--- src/rtl/instruction_fetch.sv ---
// -----------------------------------------------------------------------------
// instruction_fetch
//   Front end of the single-clock MIPS pipeline, sitting directly upstream of
//   INST_mem. It runs in two phases:
//     LOAD : accepts a streamed program over a valid/ready handshake and writes
//            it word by word into INST_mem through its write port.
//     RUN  : owns the PC, drives INST_mem read_address and registers the
//            returned instruction into the IF/ID pipeline register. Supports
//            stall, branch/jump redirect with flush, and halts on syscall.
//
// Optional feature macro: FETCH_PERF_CNT_EN
//   When defined, adds saturating perf counters perf_fetched / perf_stalls.
//
// Parameters
//   RESET_PC    PC value on reset and on entering RUN.
//   MEM_WORDS   INST_mem depth in words; caps the load counter.
//   HALT_INSTR  Encoding that stops fetch (syscall).
//
// Ports
//   clk, reset_n                    clock, async active-low reset
//   load_valid/load_data/load_last  program stream in
//   load_ready                      stream accept (high while loading)
//   load_err                        sticky: a word arrived beyond MEM_WORDS
//   imem_write_address/instruc_data INST_mem write port
//   imem_read_address               INST_mem read address (= pc)
//   imem_instruction                INST_mem combinational read data
//   stall                           hold pc and IF/ID
//   redirect/redirect_target        branch/jump redirect, flushes IF/ID
//   if_id_instr/if_id_pc4/if_id_valid  IF/ID pipeline register
//   halted                          high once fetch has stopped on syscall
//   perf_fetched/perf_stalls        (FETCH_PERF_CNT_EN only)
// -----------------------------------------------------------------------------
module instruction_fetch #(
    parameter logic [31:0] RESET_PC   = 32'h0000_0000,
    parameter int unsigned MEM_WORDS  = 8192,
    parameter logic [31:0] HALT_INSTR = 32'h0000_000C
) (
    input  logic        clk,
    input  logic        reset_n,
    input  logic        load_valid,
    input  logic [31:0] load_data,
    input  logic        load_last,
    output logic        load_ready,
    output logic        load_err,
    output logic [31:0] imem_write_address,
    output logic [31:0] imem_instruc_data,
    output logic [31:0] imem_read_address,
    input  logic [31:0] imem_instruction,
    input  logic        stall,
    input  logic        redirect,
    input  logic [31:0] redirect_target,
    output logic [31:0] if_id_instr,
    output logic [31:0] if_id_pc4,
    output logic        if_id_valid,
    output logic        halted
`ifdef FETCH_PERF_CNT_EN
    ,
    output logic [31:0] perf_fetched,
    output logic [31:0] perf_stalls
`endif
);

    localparam int unsigned XLEN  = 32;
    // Counter must be able to hold MEM_WORDS itself (the "memory full" value).
    localparam int unsigned CNT_W = $clog2(MEM_WORDS + 1);

    typedef enum logic [1:0] {
        S_LOAD = 2'd0,
        S_RUN  = 2'd1,
        S_HALT = 2'd2
    } state_t;

    state_t            state;
    logic [XLEN-1:0]   pc;
    logic [CNT_W-1:0]  cnt;

    logic              accept_c;
    logic              room_c;
    logic              fetch_c;
    logic              is_halt_c;
    logic [XLEN-1:0]   pc_plus4_c;
    logic [XLEN-1:0]   target_c;
    logic [XLEN-1:0]   wr_addr_c;
    logic              unused_target_lsbs;

    // Handshake, capacity and fetch qualifiers for the current cycle.
    always_comb begin
        accept_c   = 1'b0;
        room_c     = 1'b0;
        fetch_c    = 1'b0;
        is_halt_c  = 1'b0;
        pc_plus4_c = pc + XLEN'(4);
        target_c   = {redirect_target[XLEN-1:2], 2'b00};
        wr_addr_c  = XLEN'({cnt, 2'b00});

        accept_c  = (state == S_LOAD) && load_valid && load_ready;
        room_c    = (cnt < CNT_W'(MEM_WORDS));
        // Redirect beats stall; neither lets a new word into IF/ID.
        fetch_c   = (state == S_RUN) && !redirect && !stall;
        is_halt_c = (imem_instruction == HALT_INSTR);
    end

    // Target is word aligned by construction; its byte-offset bits are dropped.
    assign unused_target_lsbs = ^redirect_target[1:0];

    // The PC register doubles as the INST_mem read address.
    assign imem_read_address = pc;

    // Load/run/halt control with all outputs registered.
    always_ff @(posedge clk or negedge reset_n) begin
        if (!reset_n) begin
            state              <= S_LOAD;
            pc                 <= RESET_PC;
            cnt                <= '0;
            load_ready         <= 1'b0;
            load_err           <= 1'b0;
            imem_write_address <= '0;
            imem_instruc_data  <= '0;
            if_id_instr        <= '0;
            if_id_pc4          <= '0;
            if_id_valid        <= 1'b0;
            halted             <= 1'b0;
        end else begin
            unique case (state)
                S_LOAD: begin
                    load_ready  <= 1'b1;
                    pc          <= RESET_PC;
                    if_id_valid <= 1'b0;
                    if (accept_c) begin
                        // Words past the end are swallowed, not back-pressured.
                        if (room_c) begin
                            imem_write_address <= wr_addr_c;
                            imem_instruc_data  <= load_data;
                            cnt                <= cnt + CNT_W'(1);
                        end else begin
                            load_err <= 1'b1;
                        end
                        if (load_last) begin
                            state      <= S_RUN;
                            load_ready <= 1'b0;
                        end
                    end
                end

                S_RUN: begin
                    // Write port keeps its last pair; INST_mem rewrites it harmlessly.
                    if (redirect) begin
                        pc          <= target_c;
                        if_id_valid <= 1'b0;
                    end else if (!stall) begin
                        pc          <= pc_plus4_c;
                        if_id_instr <= imem_instruction;
                        if_id_pc4   <= pc_plus4_c;
                        if_id_valid <= 1'b1;
                        // Syscall is still handed to decode, then fetch stops.
                        if (is_halt_c) begin
                            state  <= S_HALT;
                            halted <= 1'b1;
                        end
                    end
                end

                S_HALT: begin
                    if_id_valid <= 1'b0;
                    halted      <= 1'b1;
                end

                default: begin
                    state <= S_LOAD;
                end
            endcase
        end
    end

`ifdef FETCH_PERF_CNT_EN
    // Saturating fetch and stall event counters.
    always_ff @(posedge clk or negedge reset_n) begin
        if (!reset_n) begin
            perf_fetched <= '0;
            perf_stalls  <= '0;
        end else begin
            if (fetch_c && (perf_fetched != '1)) begin
                perf_fetched <= perf_fetched + XLEN'(1);
            end
            if ((state == S_RUN) && stall && !redirect && (perf_stalls != '1)) begin
                perf_stalls <= perf_stalls + XLEN'(1);
            end
        end
    end
`endif

endmodule

--- config.mk ---
export PLATFORM = sky130hd
export DESIGN_NAME = instruction_fetch
export DESIGN_NICKNAME = d
export VERILOG_FILES = /design/src/rtl/instruction_fetch.sv
export SDC_FILE = /design/constraint.sdc
export NUM_CORES = 1
export LEC_CHECK = 0
export ABC_AREA = 1
export BUFFER_PORTS_ARGS = -buffer_cell sky130_fd_sc_hd__buf_4
export CORE_UTILIZATION = 50
export CTS_BUF_LIST = sky130_fd_sc_hd__clkbuf_8 sky130_fd_sc_hd__clkbuf_16
export CTS_CLUSTER_SIZE = 30
export DETAILED_ROUTE_END_ITERATION = 7
export GPL_TIMING_DRIVEN = 0
export PLACE_DENSITY = 0.8
export SYNTH_ARGS = -nofsm -noshare
export SYNTH_HDL_FRONTEND = slang
export SYNTH_SLANG_ARGS = --single-unit
--- constraint.sdc ---
create_clock -name clk -period 1.6 [get_ports clk]
set_input_delay 0.32 -clock clk [delete_from_list [all_inputs] [get_ports clk]]
set_output_delay 0.32 -clock clk [all_outputs]
set_load 0.01 [all_outputs]
**After elaboration in Yosys (flattened, before gate mapping)**

Index checks and enable logic that the tools add are counted.

- Output and inout bits: 164
- Input bits: 102
- Register bits after elaboration: 162
- Logic and storage cells: 59

- Equal/unequal tests: 9
- Multiplexer cells: 18
- Magnitude comparators: 1
- Reductions and logical operators: 14
- Add/sub/neg operators: 2
- Bitwise operators: 4

Operators with widths:

| kind | number |
|---|---|
| two-way mux 32 bit | 2 |
| one-hot mux 32 bit (2 select lines) | 1 |
| adder 32 x 3 -> 32 bit (second input constant) | 1 |
| == test 32 x 4 -> 1 bit (second input constant) | 1 |
| adder 14 x 1 -> 14 bit (second input constant) | 1 |
| < comparator 14 bit (second input constant) | 1 |
| two-way mux 2 bit | 5 |
| != test 2 bit (second input constant) | 5 |
| AND reduction 3 bit | 3 |
| two-way mux 1 bit | 7 |
| one-hot mux 2 bit (3 select lines) | 1 |
| AND reduction 6 bit | 1 |
| nonzero test 2 bit | 3 |
| inverter 1 bit | 4 |
| one-hot mux 1 bit (2 select lines) | 2 |
| AND reduction 2 bit | 2 |
| AND reduction 4 bit | 1 |
| != test 3 bit (second input constant) | 1 |
| == test 2 x 1 -> 1 bit (second input constant) | 1 |
| == test 2 bit (second input constant) | 1 |
| logical AND 1 bit | 2 |
| logical NOT 2 bit | 1 |
| OR reduction 2 bit | 1 |

**Logic depth before layout (Yosys ltp)**

- Word-level depth: 5
- Mapped depth: 10

**Least setup slack after synthesis**

No wires, ideal clock.

- Path kind: register -> register
- Start: register pc[2], in the netlist imem_read_address[2]
- End: register pc[22], in the netlist imem_read_address[22]
- Stages on the path, launching flop included: 11
- Path buffers: 0
- Library setup time: 0.116 ns
- Arrival: 1.418 ns
- Slack: 0.065 ns
- Cell sequence: dfrtp_1 > ha_1 > nand2_1 > nor2_2 > nand2_2 > nor2_4 > nand2_1 > nand2_1 > nand3_1 > nand2_1 > nand2_1

- Word-level cells in the longest chain between the ends: 4

Ends and longest elaborated chain:

| item | line | RTL |
|---|---|---|
| from (decl) | 74 | `logic [XLEN-1:0] pc;` |
| from (signal assigned) | 148 | `pc <= target_c;` |
| from (signal assigned) | 151 | `pc <= pc_plus4_c;` |
| adder 32 x 3 -> 32 bit | 92 | `pc_plus4_c = pc + XLEN'(4);` |
| two-way mux 32 bit | 150 | `end else if (!stall) begin` |
| two-way mux 32 bit | 147 | `if (redirect) begin` |
| one-hot mux 32 bit (2 select lines) | 124 | `unique case (state)` |

Every way passes these cells. The select of a mux whose other input is x is not followed.
A chain may end at the register's enable or synchronous reset.

**Final worst setup path**

- Start: register pc[3], in the netlist imem_read_address[3]
- End: register pc[18], in the netlist imem_read_address[18]

The elaborated chain is that of the path after synthesis.

==> out/metrics.yaml <==
outcome:
  status: "complete, but fails checks"
  violations: "setup timing"
logic_synthesis:
  yosysSeqAreaShare_pct: 52.7
  synthDistinctLibCells: 33
  ys_seq_elements: 158
  yosysWarnings: 0
  synthCells: 973
  avgSynthCellArea_um2: 7.71
  syn_area_um2: 7510
cells_and_area:
  insertedDiodeCount: 0
  fin_cells: 1463
  nNetsFinal: 1371
  areaGrowthSynthToFinish_pct: 39.1
  drive_gt1_share_pct: 30.3
  mostFrequentLayoutCell: "nand2_1"
  final_cell_mix: "411 x nand2_1, 276 x buf_4, 144 x dfrtp_1"
clock_tree:
  cts_buffers: 17
  path_clk_slew_ns: 0.06
  tritoncts: "done"
  clk_path_buf_depth: 2
  clk_latency_ns: 0.42
  cts-root-buf: "clkbuf_16"
  htreeDepth: 4
  cts_sinks: 158
placed_design:
  place_congestion: 0.935
  port_buffers: 241
  dp.cells: 1420
  hpwlAfterDp_mm: 15.6
grt:
  use_met2_pct: 46.3
  grt_use_met1_pct: 36.0
  grt_overflow: 0
  grt_first_pass_wirelength_mm: 34.4
  grt_max_degree: 85
  busiest_layer: "met2"
  antenna_found_initial: 0
  use_met3_pct: 6.01
  grt_use_total_pct: 27.8
  grt_pass1_vias: 6951
sta:
  timing.final.crit_share_pct: 107
  period_minus_slack_ns: 1.72
  finalSetupViolCount: 16
  worst_pin_slew_ns: 0.694
  fmax_mhz: 582
  setup_slack_ns: -0.119
  grt_setup_unrepaired: "true"
  finClkSkew_ns: 0.00761
  slew_viol_final: 0
  worst_slew_margin_rel_pct: 53.7
  hold_viol: 0
flow_run:
  max_cap_viol_count: 0
floorplan:
  dieHeight_um: 125
  io_pins: 266
  die-area_um2: 15500
  core_um2: 14600
  die_x_um: 125
  rows: 44
  start_util_pct: 51.4
critical_path:
  crit_buf_inv: 1
  worstPathMaxFanout: 7
  critical_path.top_delay_family: "simple AND/OR/NAND/NOR gates"
  endpoint_kind: "register"
  crit_type: "register to register"
  r2r_start: "imem_read_address[3]$_DFFE_PN0P_"
  worstRegToRegCells: 10
  r2r_end: "imem_read_address[18]$_DFFE_PN0P_"
  slowest_delay_ns: 0.45
  arrival_ns: 2.06
  cp.required_ns: 1.94
  critPathLaunchType: "register"
  worstPathCellList: "ha_2, nand2_4, nor2_4, nand2_4, nor2_4, buf_4, nand2_2, nand3_1, nand2_1, o21ai_2"
  critPathSlowestCell: "dfrtp_1"
  rrSetupSlack_ns: -0.12
min_path:
  hp-class: "primary input to register"
  hp-start: "load_data[18]"
  holdPathStages: 3
  hold_path_end: "imem_instruc_data[18]$_DFFE_PN0P_"
detailed_routing:
  drc: 0
  wl_mm: 21.3
  firstDrtPassIters: 5
  wl_per_cell_um: 14.5
  drt-initial-drc-count: 605
  vias: 7361
  via_per_inst: 5.03
  antenna_left: 0
power:
  vdd_drop_max_mv: 0.726
  leakage_nw: 5.86
  power.total_w: 0.00805
  power_density_nw_per_um2: 771
## per-layer routing
layer | vias up | share of wire (%) | wire, µm
li1 | 3559 | - | -
met1 | 3469 | 41 | 8810
met2 | 297 | 50 | 10600
met3 | 36 | 7.0 | 1490
met4 | 0 | 1.9 | 399
met5 | - | 0 | 0
## final cells by class
| cell class | instances | area, µm² |
|---|---|---|
| clock buffer | 19 | 453 |
| tap | 184 | 230 |
| multi-input combinational | 713 | 3170 |
| inverter | 67 | 251 |
| sequential | 158 | 3970 |
| buffer | 56 | 340 |
| fill | 1185 | 4150 |
| clock inverter | 12 | 75.1 |
| timing repair buffer | 254 | 1950 |
## cells by family (layout without fill, tap and decap cells)
logic type / Yosys count / after routing / synth area share [%]
other: 1 / 22 / 0.0500
XOR/XNOR: 15 / 15 / 1.75
adder cells (fa/ha/maj): 2 / 2 / 0.333
AO/OA/AOI/OAI: 81 / 81 / 5.78
AND/OR/NAND/NOR: 593 / 593 / 31.7
buffers and inverters: 123 / 408 / 7.68
flip-flops: 158 / 158 / 52.7
## sequential cells by signal (all words and copies together) (netlist names), 2 cells and up
| signal | cells |
|---|---|
| if_id_instr | 32 |
| imem_instruc_data | 32 |
| if_id_pc4 | 30 |
| imem_read_address | 30 |
| cnt | 14 |
| imem_write_address | 14 |
| state | 2 |
## worst min-delay path, stage by stage
cell     delay, ns
buf_4         0.07
nand2_1       0.04
nand2_1       0.05
## report_power, final
group	total, W	switching [W]	internal (W)	leakage (nW)
Sequential	0.00400	0	0.00400	2.09
Clock	0.00363	0.00160	0.00203	0.247
Combinational	0.000425	0.000208	0.000218	3.53
Total	0.00805	0.00181	0.00625	5.86
## repair_timing
item | 4_1_cts | 5_1_grt
gates resized for setup | 7 | 60
gates cloned | 0 | 0
endpoints found under the hold margin | 74 | 0
setup endpoints to repair | 48 | 84
setup buffers | 5 | 6
pin swaps | 5 | 13
hold buffers | 1 | 0
## worst max path at each step
stage / slack (ns) / end / startpoint / depth (start not counted)
global route: -0.22 / imem_read_address[24]$_DFFE_PN0P_ / imem_read_address[3]$_DFFE_PN0P_ / 10
global placement: -0.61 / imem_instruc_data[7]$_DFFE_PN0P_ / reset_n / 1
floorplan: 0.07 / imem_read_address[22]$_DFFE_PN0P_ / imem_read_address[2]$_DFFE_PN0P_ / 10
detailed placement: -0.12 / imem_read_address[26]$_DFFE_PN0P_ / imem_read_address[2]$_DFFE_PN0P_ / 10
finish: -0.12 / imem_read_address[18]$_DFFE_PN0P_ / imem_read_address[3]$_DFFE_PN0P_ / 10
CTS: -0.05 / imem_read_address[26]$_DFFE_PN0P_ / imem_read_address[2]$_DFFE_PN0P_ / 10
## per-stage QoR
stage	hold WS [ns]	cell area [µm²]	setup TNS, ns	setup slack (ns)	util, %
floorplan	0.0244	7580	0	0.0654	-
global placement	0.456	9620	-95.16	-0.608	66.0
detailed placement	0.385	9660	-1.36	-0.121	66.2
CTS	0.0871	10300	-0.231	-0.0504	70.4
global route	0.0925	10400	-2.64	-0.224	71.6
finish	0.102	10400	-1.01	-0.119	71.6
## cell usage after synthesis
master,count,area share [%]
buf_2,20,1.3
o22ai_1,5,0.42
nor2_4,4,0.60
o31ai_1,1,0.10
buf_1,1,0.050
o21ai_1,6,0.40
o21ai_0,54,3.6
nand3_1,38,2.5
inv_1,62,3.1
inv_2,5,0.25
o21bai_1,1,0.10
conb_1,1,0.050
a21oi_1,2,0.13
a31oi_1,10,0.83
buf_4,24,2.4
and2_1,1,0.083
ha_1,2,0.33
nand4_1,4,0.33
dfrtp_1,158,53
nand3b_1,1,0.10
a21o_1,1,0.10
nand2_1,421,21
nor2_1,102,5.1
nor3_1,10,0.67
xnor2_1,1,0.12
clkbuf_1,11,0.55
nor3b_1,1,0.10
nand3_2,1,0.13
nor2_2,6,0.50
nand2_2,3,0.25
o21a_1,1,0.10
nor2_8,1,0.27
xor2_1,14,1.6
Note: power is estimated with default switching activity, not from simulation.
